## src/rtl/imem_loader.sv

```systemverilog
// imem_loader: serial boot loader that streams a length-prefixed, checksummed program into instruction memory.
// Ports: clk/reset (sync, active-high); start begins a session; byte_in/byte_valid/byte_ready form the
// serial byte handshake; imem_we/imem_addr/imem_wdata write one word per cycle; cpu_reset holds the core
// until a load succeeds; busy/done/error report session status.
module imem_loader #(
    parameter int          DEPTH_WORDS = 256,
    parameter logic [31:0] BASE_ADDR   = 32'h0000_0000
) (
    input  logic        clk,
    input  logic        reset,
    input  logic        start,
    input  logic [7:0]  byte_in,
    input  logic        byte_valid,
    output logic        byte_ready,
    output logic        imem_we,
    output logic [31:0] imem_addr,
    output logic [31:0] imem_wdata,
    output logic        cpu_reset,
    output logic        busy,
    output logic        done,
    output logic        error
);
    typedef enum logic [2:0] {IDLE, HDR, DATA, WRITE, CSUM, DONE, ERROR} state_t;
    state_t      state_q, state_d;
    logic [1:0]  cnt_q;
    logic [31:0] word_q, n_q, idx_q;
    logic [7:0]  csum_q;
    logic        xfer, launch, last_byte;
    logic [31:0] shifted;
    assign xfer      = byte_valid && byte_ready;
    assign launch    = start && (state_q == IDLE || state_q == DONE || state_q == ERROR);
    assign last_byte = cnt_q == 2'd3;
    // Little-endian assembly: each new byte enters at the top, so after four bytes the first is the LSB.
    assign shifted   = {byte_in, word_q[31:8]};
    always_ff @(posedge clk) begin
        if (reset) state_q <= IDLE;
        else       state_q <= state_d;
    end
    always_comb begin
        state_d = state_q;
        case (state_q)
            IDLE, DONE, ERROR: state_d = start ? HDR : state_q;
            HDR:   if (xfer && last_byte)
                       state_d = shifted > 32'(DEPTH_WORDS) ? ERROR : shifted == 32'd0 ? CSUM : DATA;
            DATA:  if (xfer && last_byte) state_d = WRITE;
            WRITE: state_d = idx_q + 32'd1 < n_q ? DATA : CSUM;
            CSUM:  if (xfer) state_d = byte_in == csum_q ? DONE : ERROR;
            default: state_d = IDLE;
        endcase
    end
    always_comb begin
        byte_ready = state_q == HDR || state_q == DATA || state_q == CSUM;
        imem_we    = state_q == WRITE;
        busy       = byte_ready || imem_we;
        done       = state_q == DONE;
        error      = state_q == ERROR;
        cpu_reset  = state_q != DONE;
        imem_addr  = BASE_ADDR + (idx_q << 2);
        imem_wdata = word_q;
    end
    // The header count and data words share the assembly register; a session launch wipes all of it.
    always_ff @(posedge clk) begin
        if (reset || launch) begin
            cnt_q  <= '0;
            word_q <= '0;
            n_q    <= '0;
            idx_q  <= '0;
            csum_q <= '0;
        end else begin
            if (xfer && state_q != CSUM) begin
                word_q <= shifted;
                cnt_q  <= cnt_q + 2'd1;
            end
            if (xfer && state_q == DATA) csum_q <= csum_q ^ byte_in;
            if (xfer && state_q == HDR && last_byte) n_q <= shifted;
            if (state_q == WRITE) idx_q <= idx_q + 32'd1;
        end
    end
endmodule

```

## config.mk

```make
export PLATFORM = sky130hd
export DESIGN_NAME = imem_loader
export DESIGN_NICKNAME = d
export VERILOG_FILES = /design/src/rtl/imem_loader.sv
export SDC_FILE = /design/constraint.sdc
export NUM_CORES = 1
export LEC_CHECK = 0
export CORE_MARGIN = 5
export CORE_UTILIZATION = 45
export DETAILED_ROUTE_END_ITERATION = 10
export DONT_BUFFER_PORTS = 1
export GPL_ROUTABILITY_DRIVEN = 0
export GPL_TIMING_DRIVEN = 0
export SLEW_MARGIN = 20
export SYNTH_ARGS = -nofsm -noshare
export SYNTH_HDL_FRONTEND = slang
export SYNTH_SLANG_ARGS = --single-unit
```

## constraint.sdc

```tcl
create_clock -name clk -period 2.9 [get_ports clk]
set_input_delay 0.435 -clock clk [delete_from_list [all_inputs] [get_ports clk]]
set_output_delay 0.435 -clock clk [all_outputs]
set_load 0.05 [all_outputs]
```

### Yosys cells after proc, flatten, opt, wreduce, memory -nomap -nowiden

Index checks and enable logic that the tools add are counted.

| storage, ports and cells | value |
|---|---|
| flip-flop bits (word level) | 109 |
| bits in latches | 0 |
| bits in writable memories | 0 |
| bits in read-only memories | 0 |
| input bits | 12 |
| output and inout bits | 70 |
| logic and storage cells | 51 |
| memories | 0 |

| cells by class | value |
|---|---|
| add/subtract/negate cells | 2 |
| $mul | 0 |
| div/mod/pow operators | 0 |
| magnitude comparators | 2 |
| eq/ne operators | 14 |
| shifts and indexed selects | 0 |
| muxes and demuxes | 9 |
| bitwise operators | 1 |
| reductions and logical operators | 17 |

Operator list:

| operator | number |
|---|---|
| 32-bit by 1-bit adder with 32-bit output (second input constant) | 1 |
| 32-bit by 9-bit > comparator with 1-bit output (second input constant) | 1 |
| 32-bit logical NOT | 1 |
| 32-bit < comparator | 1 |
| 3-bit 2-to-1 mux | 7 |
| 3-bit one-hot mux with 5 select lines | 1 |
| 3-bit == test (second input constant) | 3 |
| 8-bit == test | 1 |
| 2-bit != test (second input constant) | 4 |
| 8-bit bitwise XOR | 1 |
| 1-bit logical AND | 7 |
| 3-bit by 2-bit == test with 1-bit output (second input constant) | 2 |
| 1-bit logical OR | 6 |
| 3-bit != test (second input constant) | 2 |
| 4-bit AND reduction | 1 |
| 3-bit by 1-bit == test with 1-bit output (second input constant) | 1 |
| 3-bit logical NOT | 1 |
| 3-bit OR reduction | 1 |
| 2-bit by 1-bit adder with 2-bit output (second input constant) | 1 |
| 2-bit == test (second input constant) | 1 |
| 2-bit 2-to-1 mux | 1 |

### Depth between registers and ports, before layout

| logic depth | value |
|---|---|
| depth in word-level cells | 7 |
| depth in mapped cells | 14 |
| mapped depth without buffers | 13 |

### Least setup slack after synthesis

No wires, ideal clock.

| timing | value |
|---|---|
| path type | flip-flop to flip-flop |
| from | reg idx_q[0] |
| to | reg state_q[2] |
| setup time | 95 ps |
| data arrival time | 2894 ps |
| required time | 2805 ps |
| path slack | -89 ps |
| cell stages (with the launch flop) | 15 |
| buffers on the path | 1 |
| period minus slack after synthesis | 2989 ps |
| cells stage by stage | dfxtp_1 > ha_1 > nand3_1 > nor3_4 > and4_1 > clkbuf_1 > nand2_1 > xnor2_1 > ha_1 > nand4_1 > nor3_1 > o2111ai_1 > a31oi_1 > nor2_1 > o311ai_1 |

| on the way | value |
|---|---|
| word-level cells in the longest chain between the ends | 4 |

RTL lines:

| item | line | text |
|---|---|---|
| from (decl) | 26 | `logic [31:0] word_q, n_q, idx_q;` |
| from (signal assigned) | 76 | `if (state_q == WRITE) idx_q <= idx_q + 32'd1;` |
| 32-bit by 1-bit adder with 32-bit output | 46 | `WRITE: state_d = idx_q + 32'd1 < n_q ? DATA : CSUM;` |
| 32-bit < comparator | 46 |  |
| 3-bit 2-to-1 mux | 46 |  |
| 3-bit one-hot mux with 5 select lines | 41 | `case (state_q)` |
| to (signal assigned) | 37 | `else state_q <= state_d;` |
| to (decl) | 24 | `state_t state_q, state_d;` |

No other way between the ends.
A chain may end at the register's enable or synchronous reset.

### Worst setup path after layout

| timing | value |
|---|---|
| from | reg idx_q[2] |
| to | reg state_q[2] |

Same word-level chain as after synthesis.

==> run_results.csv <==
group,metric,value,unit
timing,tightest_slew,0.9227,ns
routing,drc,0,
timing,rsz0062_at_grt,"yes",
timing,max_slew_margin,38.35,%
setup_path,required,3.11,ns
routing,dr.pass1.iters,5,
setup_path,arrival,3.07,ns
layout,fin_area,0.006800,mm²
min_path,hp-class,"input port to flip-flop",
power,seqPwrFrac,42.0,%
place,dp_hpwl,11390,µm
setup_path,end_kind,"flip-flop",
clock_tree,root_buffer,"clkbuf_16",
floorplan,die_h,124.2,µm
layout,antenna_cells,0,
power,switching_share,37.89,%
grt,grt_max_degree,19,
clock_tree,clockBufferDepth,2,
timing,finalSetupViolations,0,
job,maxCapViolCount,0,
setup_path,r2r_slack,0.04,ns
grt,grt_pass1_wl,25230,µm
timing,layout_worst_path_cycle_share,98.64,%
setup_path,r2r-end,"state_q[2]$_SDFFE_PP0P_",
floorplan,core,0.01272,mm²
timing,final_max_slew_viol_count,0,
timing,setup_ws,0.03936,ns
routing,routed_wl,15360,µm
routing,final_antenna_net_count,0,
logic_synthesis,yosys-top-cells-area,"dfxtp_1 37%, nand2_1 11%, a21oi_1 7.3%",
clock_tree,cts.clk_slew.worst_paths,0.08,ns
logic_synthesis,synth.distinct_cells,46,
floorplan,rows,41,
power,p_total,4052,µW
logic_synthesis,synth_top_area_share,37.15,%
layout,final_nets,839,
power,powerDensity,595.8,mW/mm²
floorplan,dieWidth,124.2,µm
setup_path,cp-start-kind,"flip-flop",
floorplan,io_pins,82,
logic_synthesis,syn-mean-instance-area,7.677,µm²
routing,wl_per_cell,15.82,µm
grt,grt_overflow,0,
layout,fill_cells,1243,
routing,drtIter0Drc,314,
setup_path,setup.worst_path.start,"idx_q[2]$_SDFFE_PP0P_",
logic_synthesis,ys_seq_area_share,37.15,%
setup_path,rr_startpoint,"idx_q[2]$_SDFFE_PP0P_",
logic_synthesis,synth_cells,765,
layout,syn2layout_area_growth,15.79,%
power,power_frac_clock,31.3,%
layout,layout_common_cells,"175 x nand2_1, 94 x dfxtp_1, 82 x a21oi_1",
logic_synthesis,yosys.area.top_type,"dfxtp_1",
clock_tree,clock_latency,0.35,ns
logic_synthesis,async_reset_ff_share,0,%
clock_tree,ctsHoldBuffers,0,
logic_synthesis,synth_edf_count,0,
setup_path,cp_max_fo,7,
setup_path,worstSetupEndpoint,"state_q[2]$_SDFFE_PP0P_",
clock_tree,numCtsBuffers,9,
setup_path,r2r_cells,14,
logic_synthesis,syn-cell-area,0.005873,mm²
layout,layout_commonest_cell,"nand2_1",
routing,num_vias,5077,
power,leakage,0.002559,µW
power,internal-power,2517,µW
setup_path,criticalPathCategory,"flip-flop to flip-flop",
power,combPwrFrac,26.6,%
logic_synthesis,yosysWarnings,0,
power,netSwitchingPower,1535,µW
grt,grt_antenna_before_repair,0,
place,port-buffer-count,0,
timing,final_hold_viol_count,0,
run_status,outcome,"completed",
routing,via_per_inst,5.229,
layout,drive_gt1_share,16.52,%
logic_synthesis,ys.flop_type,"dfxtp_1",
clock_tree,cts.sinks,109,
place,post-place-ws,-0.7169,ns
place,placed_cell_area,0.006097,mm²
clock_tree,cts_tree,"done",
clock_tree,htree_levels,3,
grt,track_usage,19.70,%
floorplan,dieArea,0.01544,mm²
grt,first_global_vias,4934,
logic_synthesis,ys_ff_latch,109,
timing,fmax,349.6,MHz
timing,fin_skew,0.01326,ns
floorplan,initial_core_util,46.16,%
timing,fin_crit,2.861,ns
power,ir_drop,466.0,µV
## critical path: stages (launching register included)
cell	delay [ns]
dfxtp_4	0.40
nand2_1	0.13
nor4_4	0.29
buf_4	0.19
buf_4	0.12
nand3_4	0.10
nor2_2	0.13
xor2_1	0.19
ha_1	0.27
a21o_1	0.16
a21o_1	0.17
a21oi_1	0.20
o31ai_2	0.11
nor2_2	0.15
o311ai_1	0.09
## logic make-up after synthesis
logic type               after synthesis  share of synthesized area [%]
buffers and inverters                106                          8.948
XOR/XNOR                              75                          11.18
AO/OA/AOI/OAI                        121                          11.40
adder cells (fa/ha/maj)               33                          7.030
flip-flops                           109                          37.15
other                                  1                        0.06385
multiplexers                           1                         0.1704
AND/OR/NAND/NOR                      319                          24.05
## sequential cells by signal, summed over array words and instances (netlist names)
register,count
cnt_q,2
csum_q,8
idx_q,32
imem_wdata,32
n_q,32
state_q,3
## per-layer routing
layer / up-vias / global-route usage [%] / part of all wire [%]
met4: 0 / 7.028 / 1.8
li1: 2555 / - / -
met5: - / 0 / 0
met2: 123 / 32.19 / 47
met3: 24 / 4.545 / 5.3
met1: 2375 / 25.45 / 46
## stage by stage
stage	utilization (%)	cells	hold slack (ns)	setup TNS [ns]
floorplan	-	766	0.4363	0
global placement	47.92	938	0.4482	-1.346
detailed placement	47.92	938	0.4496	-1.359
CTS	51.92	966	0.1277	-0.09260
global route	53.45	971	0.1227	-0.1696
finish	53.45	971	0.1410	0
## worst min-delay path by stage
| stage | slack (ns) | startpoint | depth (start not counted) | end |
|---|---|---|---|---|
| 6_report | 0.14 | reset | 1 | state_q[0]$_SDFFE_PP0P_ |
| 3_5_place_dp | 0.45 | n_q[30]$_SDFFE_PP0P_ | 2 | n_q[30]$_SDFFE_PP0P_ |
| 3_3_place_gp | 0.45 | cnt_q[1]$_SDFFE_PP0P_ | 2 | cnt_q[1]$_SDFFE_PP0P_ |
| 2_1_floorplan | 0.44 | n_q[10]$_SDFFE_PP0P_ | 2 | n_q[10]$_SDFFE_PP0P_ |
| 4_1_cts | 0.13 | reset | 1 | state_q[0]$_SDFFE_PP0P_ |
| 5_1_grt | 0.12 | reset | 1 | state_q[0]$_SDFFE_PP0P_ |
## synth_stat cells (all sizes together) (3+ instances only)
library cell / instances
a21o: 3
a21oi: 86
and3: 6
and4: 4
buf: 41
clkbuf: 27
dfxtp: 109
ha: 33
inv: 38
nand2: 177
nand2b: 3
nand3: 16
nand4: 9
nor2: 60
nor3: 14
nor4: 10
o21a: 3
o21ai: 15
or2: 6
or3: 8
xnor2: 30
xor2: 45
## area by class of cell
cell class	instances	area, µm²	area share (%)
buffer	67	406.6	5.980
clock buffer	10	239.0	3.514
tap	172	215.2	3.165
inverter	38	142.6	2.098
multi-input combinational	551	3382	49.73
timing repair buffer	18	136.4	2.006
sequential	109	2211	32.51
clock inverter	6	67.56	0.9936
## power by group through the flow
stage | clock (µW) | sequential (µW) | combinational, µW
after floorplan | 0 | 1710 | 822
after global placement | 0 | 1740 | 1050
after detailed placement | 0 | 1740 | 1060
after CTS | 1300 | 1700 | 1070
after global routing | 1370 | 1710 | 1180
final | 1270 | 1700 | 1080
## what timing repair did
item                       4_1_cts  5_1_grt
pin swaps                       11       14
setup buffers                   12        5
setup endpoints to repair        3        2
resized for setup               36       42
cloned                           1        0
Power figures use the tool's default switching activity.
==> RTL change 1: new RTL, same flow settings <==
Make the reset (`reset`) asynchronous in one clocked block.
--- a/src/rtl/imem_loader.sv
+++ b/src/rtl/imem_loader.sv
@@ -33,5 +33,5 @@
     // Little-endian assembly: each new byte enters at the top, so after four bytes the first is the LSB.
     assign shifted   = {byte_in, word_q[31:8]};
-    always_ff @(posedge clk) begin
+    always_ff @(posedge clk or posedge reset) begin
         if (reset) state_q <= IDLE;
         else       state_q <= state_d;
Formal check against the unedited RTL: differs if reset is asserted again (counterexample within 4 cycles, from zero or initial values and one cycle with reset high); with reset held inactive, the same outputs for 10 cycles.
==> RTL change 1 against the unedited design <==
The run now ends with setup timing left; global-route usage is 0.79 points higher; setup slack lost 160 ps; sequential cell count is the same; total power is 12% higher; cell area increased by 2.4%; area after synthesis up 0.85%; utilization decreased by 0.23 points; routed wire length increased by 4.0%; clock power decreased by 6%; largest power group unchanged; highest routed layer unchanged.
==> RTL change 1: results (changes against the unedited design) <==
- The tightest hold margin was 202 ps (+61.2 ps).
- The post-layout net count is 846 (+0.83%).
- The number of cells in the design after placement is 937 (-0.11%).
- Ranked by total cell area, the synthesized netlist is headed by sky130_fd_sc_hd__dfxtp_1 (36%), sky130_fd_sc_hd__nand2_1 (11%), sky130_fd_sc_hd__a21oi_1 (7.0%), sky130_fd_sc_hd__ha_1 (7.0%), sky130_fd_sc_hd__xnor2_1 (6.8%).
- The share of the yosys chip area belonging to registers is 37.1% (-0.060 points).
- The global routing usage on met2 was 31.9% (-0.25 points).
- The final-report setup violation count is 2 (+2).
- The final clock skew was 9.20 ps (-4.06 ps).
- The global-route total usage across every layer came to 20.5% (+0.79 points).
- The fraction of synthesized cell area taken by the top area cell type is 35.8% (-1.3 points).
- The wire length on met2 is 7150 microns (-1.5%).
- The largest driver fanout on the critical path is 4 (-3).
- The transition time at the pin with the least slew margin is 933 ps (+9.80 ps).
- The commonest cells after synthesis are sky130_fd_sc_hd__nand2_1 (181), sky130_fd_sc_hd__dfxtp_1 (106), sky130_fd_sc_hd__a21oi_1 (83).
- The run finished, with violations left.
- The critical path startpoint is idx_q[1]$_SDFFE_PP0P_.
- The endpoint of the worst hold-timing path is imem_wdata[26]$_SDFFE_PP0P_.
- The post-detailed-placement half-perimeter wirelength is 11,700 microns (+2.7%).
- The wire length of the first global-routing pass is 25,900 microns (+2.5%).
- The capture point of the worst reg-to-reg path is state_q[2]$_DFFE_PP0P_.
- The met1 usage was 26.6% (+1.2 points).
- The total leakage power is 0.00272 uW (+6.1%).
- The via density per instance came to 5.07 (-3.0%).
- The largest voltage drop on the vdd net is 0.521 mV (+12%).
- The final core area utilization is 53.2% (-0.23 points).
- The post-detailed-placement cell area is 6170 sq um (+1.3%).
- The layout filler cell count is 1,261 (+1.4%).
- The met1 routed wirelength after detailed routing is 7290 microns (+4.1%).
- The final reports fail on setup timing.
- The detailed-route wire length is 16,000 microns (+4.0%).
- The largest net degree at the start of global routing was 18 (-1).
- The final worst setup slack was -123 ps (-162 ps).
- The via count of the first global-routing pass is 4,955 (+0.43%).
- The post-placement worst setup slack is -482 ps (+234 ps).
- The number of DRC markers in iteration 0 is 252 (-20%).
- The proportion of register bits with asynchronous set or reset after synthesis came to 2.75% (+2.8 points).
- The worst hold path cell count is 2 (+1).
- The post-synthesis area per instance was 7.79 sq um (+1.5%).
- The ratio of cells with drive above 1 in the final layout came to 19.6% (+3.1 points).
- The number of standard cells in the layout, taps in and fillers out is 983 (+1.2%).
-- RTL change 1: cell types whose count changed after synthesis, moves of 4 or more --
cell                       delta
sky130_fd_sc_hd__xnor2_1     +16
sky130_fd_sc_hd__xor2_1      -14
sky130_fd_sc_hd__clkbuf_1    -10
sky130_fd_sc_hd__buf_2        +9
sky130_fd_sc_hd__o21ai_0      -5
sky130_fd_sc_hd__and2_1       +4
sky130_fd_sc_hd__and3_1       -4
sky130_fd_sc_hd__nand2_1      +4
sky130_fd_sc_hd__nor3_1       -4
-- RTL change 1: cell type report --
cell class	instances	area share (%)
antenna	1	0.0359
buffer	64	5.77
clock buffer	12	3.54
clock inverter	4	0.485
inverter	40	2.17
multi-input combinational	547	49.0
sequential	109	32.4
tap	176	3.16
timing repair buffer	30	3.38
-- RTL change 1: how the worst max path moves through the flow --
stage,slack (ps),to,cells past startpoint
after global placement,-400,state_q[2]$_DFFE_PP0P_,12
after CTS,-120,state_q[2]$_DFFE_PP0P_,12
final,-120,state_q[2]$_DFFE_PP0P_,12
after global routing,-310,state_q[2]$_DFFE_PP0P_,13
after detailed placement,-480,state_q[2]$_DFFE_PP0P_,12
after floorplan,30,state_q[2]$_DFFE_PP0P_,11
-- RTL change 1: through the flow --
step	total power [uW]	setup TNS, ps
2_1_floorplan	2950	0
3_3_place_gp	3290	-880
3_5_place_dp	3330	-862
4_1_cts	4560	-136
5_1_grt	4760	-529
6_report	4520	-151
-- RTL change 1: kinds of logic after synthesis --
| group | synth area share [%] |
|---|---|
| simple gates | 25.1 |
| mux | 0.528 |
| buf+inv | 9.00 |
| fa+ha+maj | 7.14 |
| compound gates | 9.67 |
| other cells | 0.0633 |
| flops | 37.1 |
| xor+xnor | 11.4 |
-- RTL change 1: power breakdown --
part,switching [uW],total [uW],internal [uW]
sequential,244,1840,1600
clock,575,1190,612
combinational,1050,1490,443
total,1870,4520,2650
-- RTL change 1: repair_timing --
item,CTS,global route
gates resized for setup,65,11
hold endpoints to repair,3,0
pin swaps,20,8
setup buffers,26,3
endpoints found under the setup margin,3,3
hold buffers,1,0
-- RTL change 1: critical path, stage by stage (launching register included) --
cell and delay [ps]:
sky130_fd_sc_hd__dfxtp_4 390, sky130_fd_sc_hd__nand3_4 110, sky130_fd_sc_hd__or4_4 510, sky130_fd_sc_hd__nor3_4 250, sky130_fd_sc_hd__nand2_1 120, sky130_fd_sc_hd__xnor2_1 190, sky130_fd_sc_hd__ha_1 280, sky130_fd_sc_hd__a21oi_1 130
sky130_fd_sc_hd__o21ai_1 100, sky130_fd_sc_hd__a221oi_2 260, sky130_fd_sc_hd__nor2_1 80, sky130_fd_sc_hd__a211oi_2 280, sky130_fd_sc_hd__o221ai_1 160
==> RTL change 2: new RTL, same flow settings <==
Without the edit above. The parameter `DEPTH_WORDS` goes from 256 to 128.
--- a/src/rtl/imem_loader.sv
+++ b/src/rtl/imem_loader.sv
@@ -4,5 +4,5 @@
 // until a load succeeds; busy/done/error report session status.
 module imem_loader #(
-    parameter int          DEPTH_WORDS = 256,
+    parameter int          DEPTH_WORDS = 128,
     parameter logic [31:0] BASE_ADDR   = 32'h0000_0000
 ) (
Formal check against the unedited RTL: not equivalent (a bounded check fails within 10 cycles, from zero or initial values and one cycle with reset high).
==> RTL change 2 against the unedited design <==
Cell area rose by 2.5%; setup slack got worse by 0.58 ps; area after synthesis grew 2.4%; largest power group unchanged; final cell count rose by 2.0%; total power shrank 6.5%; hold slack gained 63 ps; routed wire length rose by 0.53%; sequential cell count did not move; critical path type unchanged; first-iteration DRC count shrank 13%; clock skew decreased by 3.7 ps.
==> RTL change 2: results (changes against the unedited design) <==
- The via count of the first global-routing pass was 4,873 (-1.2%).
- The final clock skew is 9.59 ps (-3.67 ps).
- The transition time at the pin with the least slew margin is 726 ps (-196 ps).
- The detailed-route wire length came to 15,400 microns (+0.53%).
- The post-detailed-placement half-perimeter wirelength is 11,300 microns (-0.71%).
- The post-layout net count was 854 (+1.8%).
- The number of cells in the design after placement was 950 (+1.3%).
- The post-placement worst setup slack is -559 ps (+158 ps).
- The global-route total usage across every layer was 19.5% (-0.23 points).
- The signal arrival time at the worst endpoint came to 3110 ps (+40 ps).
- The path with the worst hold slack has its endpoint at imem_wdata[26]$_SDFFE_PP0P_.
- The wire length of the first global-routing pass is 25,100 microns (-0.57%).
- The worst hold path begins at byte_in[2].
- The wire length on met2 was 7130 microns (-1.8%).
- The share of the yosys chip area belonging to registers is 36.3% (-0.87 points).
- The global routing usage on met2 came to 31.7% (-0.50 points).
- The total number of vias is 5,029 (-0.95%).
- The number of standard cells in the layout, taps in and fillers out is 990 (+2.0%).
- By count the netlist is led by sky130_fd_sc_hd__nand2_1 (179), sky130_fd_sc_hd__dfxtp_1 (109), sky130_fd_sc_hd__a21oi_1 (79).
- The met1 usage was 25.8% (+0.33 points).
- The number of DRC markers in iteration 0 is 272 (-13%).
- The largest voltage drop on the vdd net is 0.354 mV (-24%).
- The met3 routing resource usage after global routing is 4.52% (-0.025 points).
- The flow ran to the end, and the final reports show no timing, DRC or antenna violations.
- The met1 routed wirelength after detailed routing is 7100 microns (+1.3%).
- The total leakage power is 0.00269 uW (+5.2%).
- The path depth of the worst reg2reg path is 13 (-1).
- The worst hold path cell count came to 2 (+1).
- The count of distinct cell types in the synthesized netlist was 53 (+15%).
- The worst register-to-register path begins at idx_q[9]$_SDFFE_PP0P_.
- The layout filler cell count is 1,272 (+2.3%).
- The post-synthesis area per instance came to 7.78 sq um (+1.3%).
## RTL change 2: through the flow
step | hold slack, ps | util (%)
after floorplan | 434 | -
after global placement | 449 | 47.3
after detailed placement | 452 | 47.3
after CTS | 199 | 51.5
after global routing | 205 | 52.9
final | 204 | 52.9
## RTL change 2: layout make-up
type	count	share of cell area, %
timing repair buffer	26	2.85
inverter	38	2.05
buffer	69	6.26
tap	176	3.16
clock inverter	5	1.53
sequential	109	32.1
multi-input combinational	556	48.7
clock buffer	11	3.34
## RTL change 2: power by group
part | switching (uW) | internal [uW]
logic | 497 | 194
registers | 138 | 1540
clock network | 574 | 849
total | 1210 | 2580
## RTL change 2: worst max path at each step
stage / to / slack, ps / cells after the start
after floorplan: state_q[2]$_SDFFE_PP0P_ / 7 / 14
after detailed placement: state_q[2]$_SDFFE_PP0P_ / -560 / 14
after CTS: state_q[2]$_SDFFE_PP0P_ / -20 / 14
after global routing: state_q[2]$_SDFFE_PP0P_ / -110 / 13
after global placement: state_q[2]$_SDFFE_PP0P_ / -540 / 14
final: state_q[1]$_SDFFE_PP0P_ / 40 / 13
## RTL change 2: worst max-delay path, delay by kind of cell (launching register included)
| family | cells | cell delay, ps |
|---|---|---|
| simple gates | 5 | 990 |
| buf+inv | 3 | 490 |
| compound gates | 3 | 420 |
| flops | 1 | 390 |
| fa+ha+maj | 1 | 290 |
| xor+xnor | 1 | 150 |
## RTL change 2: cells by family after synthesis
group,after synthesis,synth area share (%)
AOI/OAI and AO/OA,108,9.97
buffers and inverters,109,9.86
adders and majority gates,33,6.87
xor gates and xnor gates,80,11.7
and+or+nand+nor,332,25.1
muxes,1,0.166
DFF,109,36.3
other,1,0.0624
## RTL change 2: what timing repair did
item,CTS,global route
resized for setup,42,27
pin swaps,15,17
buffers inserted,13,13
setup endpoints to repair,2,2
